===== config.mk =====
export PLATFORM = sky130hd
export DESIGN_NAME = fetch_stage
export DESIGN_NICKNAME = d
export VERILOG_FILES = /design/src/rtl/fetch_stage.sv
export SDC_FILE = /design/constraint.sdc
export NUM_CORES = 1
export LEC_CHECK = 0
export ABC_AREA = 1
export CAP_MARGIN = 10
export CORE_ASPECT_RATIO = 1.4
export CORE_UTILIZATION = 49
export DETAILED_ROUTE_END_ITERATION = 8
export GPL_TIMING_DRIVEN = 0
export HOLD_SLACK_MARGIN = 0.06
export PLACE_DENSITY = 0.86
export SLEW_MARGIN = 30
export SYNTH_ARGS = -nofsm -noshare
export SYNTH_HDL_FRONTEND = slang
export SYNTH_SLANG_ARGS = --single-unit

===== constraint.sdc =====
create_clock -name CLK -period 3.8 [get_ports CLK]
set_clock_uncertainty 0.05 [all_clocks]
set_input_delay 0.76 -clock CLK [delete_from_list [all_inputs] [get_ports CLK]]
set_output_delay 0.76 -clock CLK [all_outputs]
set_load 0.02 [all_outputs]

===== src/rtl/fetch_stage.sv =====
// Instruction-fetch stage: owns the PC, latches memory words into IF/ID,
// and halts on an illegal fetch address until reset.
module fetch_stage #(
  parameter logic [31:0] RESET_PC  = 32'd0,
  parameter int          MEM_BYTES = 400,
  parameter logic [31:0] NOP_WORD  = 32'd0
) (
  input  logic        CLK,
  input  logic        RST,
  input  logic        STALL,
  input  logic        REDIRECT,
  input  logic [31:0] REDIRECT_PC,
  input  logic [31:0] INSTR_IN,
  output logic [31:0] PC,
  output logic [31:0] IFID_INSTR,
  output logic [31:0] IFID_PC,
  output logic [31:0] IFID_PC4,
  output logic        IFID_VALID,
  output logic        FAULT,
  output logic [31:0] FETCH_COUNT
);

  typedef enum logic {
    RUN  = 1'b0,
    HALT = 1'b1
  } state_t;

  localparam logic [31:0] LAST_PC = 32'(MEM_BYTES - 4);

  state_t state_q;
  state_t state_d;
  logic   legal;
  logic   do_redirect;
  logic   do_fault;
  logic   do_fetch;

  assign legal = (PC[1:0] == 2'b00) && (PC <= LAST_PC);

  // State register; HALT is left only through reset.
  always_ff @(posedge CLK) begin
    if (RST) begin
      state_q <= RUN;
    end else begin
      state_q <= state_d;
    end
  end

  // Next state and per-edge action: redirect beats stall beats fault check.
  always_comb begin
    state_d     = state_q;
    do_redirect = 1'b0;
    do_fault    = 1'b0;
    do_fetch    = 1'b0;
    unique case (state_q)
      RUN: begin
        if (REDIRECT) begin
          do_redirect = 1'b1;
        end else if (!STALL) begin
          if (!legal) begin
            do_fault = 1'b1;
            state_d  = HALT;
          end else begin
            do_fetch = 1'b1;
          end
        end
      end
      HALT: begin
        state_d = HALT;
      end
      default: begin
        state_d = HALT;
      end
    endcase
  end

  // PC, IF/ID register, fault flag and issue counter.
  always_ff @(posedge CLK) begin
    if (RST) begin
      PC          <= RESET_PC;
      IFID_INSTR  <= NOP_WORD;
      IFID_PC     <= 32'd0;
      IFID_PC4    <= 32'd0;
      IFID_VALID  <= 1'b0;
      FAULT       <= 1'b0;
      FETCH_COUNT <= 32'd0;
    end else if (do_redirect) begin
      PC         <= REDIRECT_PC;
      IFID_VALID <= 1'b0;
      IFID_INSTR <= NOP_WORD;
    end else if (do_fault) begin
      FAULT      <= 1'b1;
      IFID_VALID <= 1'b0;
      IFID_INSTR <= NOP_WORD;
    end else if (do_fetch) begin
      IFID_INSTR  <= INSTR_IN;
      IFID_PC     <= PC;
      IFID_PC4    <= PC + 32'd4;
      IFID_VALID  <= 1'b1;
      PC          <= PC + 32'd4;
      FETCH_COUNT <= FETCH_COUNT + 32'd1;
    end
  end

endmodule

==> summary by stage, run 1 <==
Flow run
The tool flagged a number of max-cap violations equal to 0.

Clock tree
The clock edge transition at the registers on the reported setup and hold paths is 0.06 ns. No sink is reached through more buffers than the 2 on the longest clock path. The number of buffers added for setup after CTS is 0. The quantity of hold-fixing buffers added after cts is 0. The clock latency at the later pin of the worst-skew pair is 0.44 ns.

The H-tree was split into 4 levels. The CTS buffer count is 17. The library cell used as clock root buffer is clkbuf_16. The post-cts resize count is 0.

TritonCTS built the clock tree. For this design, the sink count on the clock tree is 161.

STA
For the pin with the worst max-slew slack, the measured transition is 0.7150 ns. The normalized max-slew margin is 0.5234. The number of endpoints with negative hold slack in the final report is 0. Dividing the final minimum period by the clock period gives 0.6251. Setup repair after global routing left no endpoint under its margin. The final number of max-transition violations was 0. The aggregate negative setup slack is 0 ns.

The minimum clock period after layout is 2.375 ns. Based on the critical path, the design can be clocked at up to 421.0 MHz. The final count of negative-setup-slack endpoints is 0.

Setup path
STA classifies the critical path endpoint as an output pin. At the worst endpoint, the required time is 2.99 ns. The critical register-to-register path startpoint is PC[5]. Walking the worst path, the cells encountered are clkdlybuf4s50_1. Among cell families on the critical path, the largest total delay comes from buffers and inverters.

The slack of the worst reg-to-reg path is 1.84 ns. In this design, the stage delay of the slowest critical-path cell is 0.67 ns. Data on the critical path arrives at its endpoint at 1.57 ns. The capturing point of the worst reg2reg path is IFID_INSTR[16].

In this run the worst path has a maximum fanout of 6. The number of cells on the worst reg-to-reg path is 8. The critical path starts at PC[7]. The critical path launch point type is a flip-flop.

The endpoint of the worst setup timing path is PC[7]. The setup path with the least slack is of type flip-flop to output pin. The number of buffers and inverters on the critical path is 1. The cell count along the critical path is 1.

The master of the slowest instance on the critical path is clkdlybuf4s50_1.

Layout
The library cells used most frequently in the layout, excluding fill and tap cells, are nand2_1 (310), clkdlybuf4s50_1 (228), nor2_1 (162). The net count of the finished layout is 1253. The final antenna diode count is 0.

The library cell used most frequently in the layout, excluding fill and tap cells, is nand2_1. Of the cells placed in the final design, the portion with a size suffix greater than 1 is 0.04933. The layout filler cell count is 1019. The finished layout holds 1374 standard cells, fillers aside.

The area added between synthesis and finish is 47.44%.

Pwr
The share of total power in sequential cells is 0.445. The switching power of the nets is 0.0009713 W. Of the total power, the clock network draws 0.466. The worst-case IR drop observed on VDD is 372.1 µV. The areal power density over the cells is 402.5 nW/µm². In this run the static leakage power is 3.515 nW.

Of the total power, the share spent switching nets is 0.2480. The share of total power in combinational logic is 0.089. The internal portion of the total power is 0.002946 W.

Global routing
The remaining global-route overflow is 0. The number of global-route vias before repair came to 6691. The overall track demand over capacity in global routing is 0.2998. The first global-routing pass estimated 32.59 mm of wire. In the global route stage, met1 resource usage came out at 0.3124. In this run the most used layer during global routing was met2. In the global route stage, met2 resource usage came out at 0.5328.

The number of antenna violations at the first check in global routing was 0. Entering global routing, the biggest net connects 17 pins. In the global route stage, met3 resource usage came out at 0.09493.

Status
The flow ran to the end, and the final reports show no timing, DRC or antenna violations.

Floorplan
The floorplan step set the die height to 139.3 µm. The area of the core is 13000 µm². The initial core utilization is 0.5079. The die covers 13950 µm². For this design the top-level I/O count stands at 230. From left edge to right edge, the die measures 100.1 µm. The initialized floorplan defines 49 standard-cell rows.

Detailed routing
The via density per instance is 5.119. Once detail routing completed, the nets flagged for antenna violations numbered 0. After detailed routing, the number of remaining DRC violations is 0. The total number of vias is 7034.

The wire length per cell after detailed routing is 15.17 µm. The detailed-router iteration count before antenna repair is 5. Wires add up to 20.85 mm. The violation count after the first detailed-route iteration is 308.

Worst hold path
In this run the worst hold path is classified as flip-flop to flip-flop.

Yosys
The cell accounting for the most synthesized area is dfxtp_1. After synthesis the cells add up to 6601 µm². The net count after synthesis is 1006. Synthesis instantiated 23 different standard cells from the library. The mean area per synthesized cell is 7.053 µm².

The cell count after synthesis came out at 936. In the post-synthesis netlist, the biggest area contributors are dfxtp_1 (49%), nand2_1 (18%), nor2_1 (9.2%), a21oi_1 (7.2%), nand3_1 (5.2%). The share of the yosys chip area belonging to registers is 0.4882. The share of synthesized area in the top cell type comes to 0.4882. Synthesis inferred 161 register bits. Yosys printed 0 warnings.

Placed design
The sum of net half-perimeters after detailed placement is 15.17 mm. Routability-driven placement finished with a final weighted congestion of 0.9053. In this run the tool buffered the top-level ports with 228 buffer cells. The total placed cells including tap cells is 1342.
==> flip-flops by register name, summed over array words and instances (netlist names) <==
name,cells
PC,32
FAULT,1
IFID_PC,32
IFID_VALID,1
state_q,1
IFID_INSTR,32
FETCH_COUNT,32
IFID_PC4,30
==> worst min-delay path, stage by stage, from the launching register on <==
cell	delay, ns
dfxtp_1	0.31
nand2_1	0.06
nor2_1	0.03
==> layout make-up <==
class                   instances  area [µm²]  area share
repair buffers                228        2282      0.2345
plain buffers                  54       250.2     0.02571
inverters                      24       90.09    0.009256
clock inverters                14       187.7     0.01928
multi-input cells             697        3038      0.3121
flip-flops and latches        161        3223      0.3311
clock buffers                  18       439.2     0.04512
well taps                     178       222.7     0.02288
==> through the flow <==
stage | util | total power [W] | worst slack (ns) | area [µm²] | hold WS (ns)
floorplan | - | 0.001948 | 1.959 | 6601 | 0.4249
global placement | 0.7006 | 0.002122 | 1.099 | 9106 | 0.3747
detailed placement | 0.7006 | 0.002125 | 1.056 | 9106 | 0.3773
CTS | 0.7488 | 0.003932 | 1.406 | 9733 | 0.3883
global route | 0.7488 | 0.004038 | 1.286 | 9733 | 0.4003
finish | 0.7488 | 0.003917 | 1.425 | 9733 | 0.3856
==> metal layers <==
metal  wire length, µm  part of all wire
met4               916             0.044
met2             10810              0.52
met1              7605              0.36
met5                 0                 0
met3              1515             0.073
==> worst min path at each step <==
stage	startpoint	endpoint	slack, ns	depth (start not counted)
2_1_floorplan	state_q	state_q	0.42	2
3_3_place_gp	IFID_PC4[24]	IFID_PC4[24]	0.37	2
3_5_place_dp	IFID_PC4[12]	IFID_PC4[12]	0.38	2
4_1_cts	IFID_PC4[12]	IFID_PC4[12]	0.39	2
5_1_grt	IFID_PC4[23]	IFID_PC4[23]	0.40	2
6_report	IFID_PC4[12]	IFID_PC4[12]	0.39	2
==> Yosys cell counts (all sizes together) <==
cell type and instances:
dfxtp 161, buf 22, clkinv 2, nor2 164, clkbuf 32, xor2 13, a21oi 95, nand2 310
nand3b 16, o2111ai 1, ha 2, or2 2, nor3 1, xnor2 6, nand3 70, inv 22
o21ai 17
==> power by group through the flow <==
stage / sequential (W) / combinational (W) / clock [W]
after floorplan: 0.00181 / 0.000139 / 0
after global placement: 0.00178 / 0.000341 / 0
after detailed placement: 0.00178 / 0.000342 / 0
after CTS: 0.00174 / 0.000346 / 0.00184
after global routing: 0.00175 / 0.000375 / 0.00192
final: 0.00174 / 0.000347 / 0.00183
==> cell families after synthesis <==
logic type | count (synthesis) | share of synthesized area
and+or+nand+nor | 563 | 0.3450
DFF | 161 | 0.4882
buffers and inverters | 78 | 0.05155
AOI/OAI and AO/OA | 113 | 0.08624
xor gates and xnor gates | 19 | 0.02521
adders and majority gates | 2 | 0.003790
Note: power is estimated with default switching activity, not from simulation.
==> inputs of run 2 (changes only) <==
--- a/config.mk
+++ b/config.mk
@@ -8,11 +8,11 @@
 export ABC_AREA = 1
 export CAP_MARGIN = 10
 export CORE_ASPECT_RATIO = 1.4
-export CORE_UTILIZATION = 49
+export CORE_UTILIZATION = 41
 export DETAILED_ROUTE_END_ITERATION = 8
 export GPL_TIMING_DRIVEN = 0
 export HOLD_SLACK_MARGIN = 0.06
-export PLACE_DENSITY = 0.86
+export PLACE_DENSITY = 0.77
 export SLEW_MARGIN = 30
 export SYNTH_ARGS = -nofsm -noshare
 export SYNTH_HDL_FRONTEND = slang
==> constraint.sdc (replaced) <==
create_clock -name CLK -period 2.16 [get_ports CLK]
set_clock_uncertainty 0.05 [all_clocks]
set_input_delay 0.432 -clock CLK [delete_from_list [all_inputs] [get_ports CLK]]
set_output_delay 0.432 -clock CLK [all_outputs]
set_load 0.02 [all_outputs]
==> run 2 against run 1 <==
  * Sequential cell count unchanged
  * Critical path depth unchanged
  * Count of clock-buffer cells in the layout up 1
  * Largest power group is now sequential cells
  * Highest routed layer unchanged
  * Via count down 1.8%
  * Worst setup slack worse by 1.3 ns
  * Global-route usage down 4.7 points
  * Sequential power up 76%
  * Routed wire length down 0.62%
  * Clock power up 60%
==> summary by stage, run 2 (synthesized netlist as in run 1, its figures left out) <==
Status
The flow ran to the end, and the final reports show no timing, DRC or antenna violations.

Layout
In the layout the commonest cells are nand2_1 (310), clkdlybuf4s50_1 (228), nor2_1 (161). The final net count is 1253. Summing all non-filler instances in the final layout gives an area of 9708 µm². Leaving out fill and tap cells, the most frequent cell in the layout is nand2_1. 0 antenna diodes ended up in the layout. From synthesis to final layout, the design area changed by 47.06%. The layout filler cell count is 1438. Of the cells placed in the final design, the portion with a size suffix greater than 1 is 0.05184.

Setup path
The kind of cell with the highest combined delay along the critical path is buffers and inverters. STA puts the critical path data required time at 1.68 ns. The startpoint of the worst setup timing path is PC[4]. The number of buffers and inverters on the critical path is 1. The largest incremental delay on the critical path is 0.66 ns. The worst setup path is of the flip-flop to output pin kind. Data on the critical path arrives at its endpoint at 1.58 ns. The critical path launch point type is a flip-flop. The maximum net fanout on the critical path is 7. The master of the slowest instance on the critical path is clkdlybuf4s50_1.

The worst register-to-register path begins at PC[4]. The signal on the critical path passes through clkdlybuf4s50_1. The category of the worst setup path capture point is an output pin.

Pwr
The areal power density over the cells is 680.3 nW/µm². VDD sags by at most 521.3 µV. The cell leakage power is 3.478 nW.

Global routing
The first-pass GRT wire length is 32.53 mm. In the global route stage, overall resource usage came out at 0.2528. The remaining global-route overflow is 0. The maximum number of pins on one net before global-route repair is 17.

The number of global-route vias before repair is 6681. The number of antenna violations at the first check in global routing is 0.

Clock tree
Counting along the longest clock path gives a buffer depth of 2. The clock edge transition at the registers on the reported setup and hold paths is 0.06 ns. The library cell used as clock root buffer is clkbuf_16. The clock net in this run drives a total of 161 sinks. Buffers inserted during clock tree synthesis total 17. For the worst-skew pair, the clock arrives at the later sink with an insertion delay of 0.43 ns.

The number of H-tree branching levels is 4. TritonCTS built the clock tree.

Floorplan
The area of the core is 15680 µm². The die is 152.1 µm tall. The initial utilization of the core area, before any placement, comes to 0.4211. Measured along the x axis, the die boundary spans 109.2 µm. The die outline area is 16620 µm². The number of primary I/O pins is 230. The floorplan has 54 rows.

STA
The final number of max-transition violations is 0. At the pin with the least slew margin, the transition time is 0.7086 ns. The normalized max-slew margin is 0.5276.

The final count of negative-setup-slack endpoints is 0. Setup repair after global routing left no endpoint under its margin. The number of endpoints with negative hold slack in the final report is 0. The minimum clock period after layout is 2.060 ns. Timing would allow up to 485.3 MHz.

After routing, the total negative slack on setup checks comes to 0 ns. The share of the clock period used by the worst path after layout is 0.9539.

Flow run
The number of maximum-capacitance violations is 0.

Placed design
The total placed instance area is 9129 µm². The count of input and output buffers is 228. The sum of net half-perimeters after detailed placement is 15.56 mm.

The final weighted congestion in routability-driven placement is 0.9310.

Worst hold path
The startpoint identified for the worst hold timing path is IFID_PC4[18]. The kind of path behind the tightest hold check is flip-flop to flip-flop.

Detailed routing
The first detailed-routing pass took 5 iterations. The via density per instance is 4.963. For this run, design rule violations remaining after detail routing come to 0. Once detail routing completed, the nets flagged for antenna violations numbered 0. The total number of vias is 6909. The violation count after the first detailed-route iteration is 278. The wire length per cell after detailed routing is 14.88 µm. The final routed wirelength across all metal layers is 20.72 mm.
[run 2: repair_timing]
item                       in CTS  in global routing
gates resized for setup         0                  5
hold buffers                    0                  0
setup buffers                   0                  0
setup endpoints to repair       0                  5
[run 2: layout make-up]
cell class	instances	area, µm²	area share
buffer	54	250.2	0.02578
clock buffer	19	442.9	0.04562
clock inverter	13	125.1	0.01289
inverter	24	90.09	0.009280
multi-input combinational	697	3048	0.3140
sequential	161	3224	0.3321
tap	196	245.2	0.02526
timing repair buffer	228	2282	0.2351
[run 2: worst paths after layout]
kind	end	depth (start not counted)	slack (ns)
worst max register to register	IFID_INSTR[20]	10	0.21
worst min register to register	IFID_PC4[18]	2	0.39
worst max-delay path	PC[4]	1	0.1
worst min-delay path	IFID_PC4[18]	2	0.39
[run 2: per-layer routing]
metal  vias to the layer above  track usage  share of wire
met1                      3166       0.2605           0.38
met2                       228       0.4573           0.52
met3                        46      0.07998          0.068
met5                         -            0              0
li1                       3469            -              -
met4                         0       0.1092          0.032
[run 2: metrics by stage]
stage	cells	hold slack (ns)	total power [W]	setup slack, ns	util
4_1_cts	1392	0.3894	0.006633	0.09650	0.6186
6_report	1392	0.3865	0.006604	0.09957	0.6193
2_1_floorplan	936	0.4249	0.003427	0.4602	-
5_1_grt	1392	0.3978	0.006825	0.004609	0.6193
3_3_place_gp	1360	0.3753	0.003740	-0.2481	0.5824
3_5_place_dp	1360	0.3783	0.003744	-0.2499	0.5824
[run 2: power by group]
group          total [W]  internal [W]  switching [W]  leakage (nW)
Combinational   0.000615      0.000278       0.000337          1.91
Clock            0.00292       0.00163        0.00128         0.264
Sequential       0.00307       0.00302      0.0000523          1.30
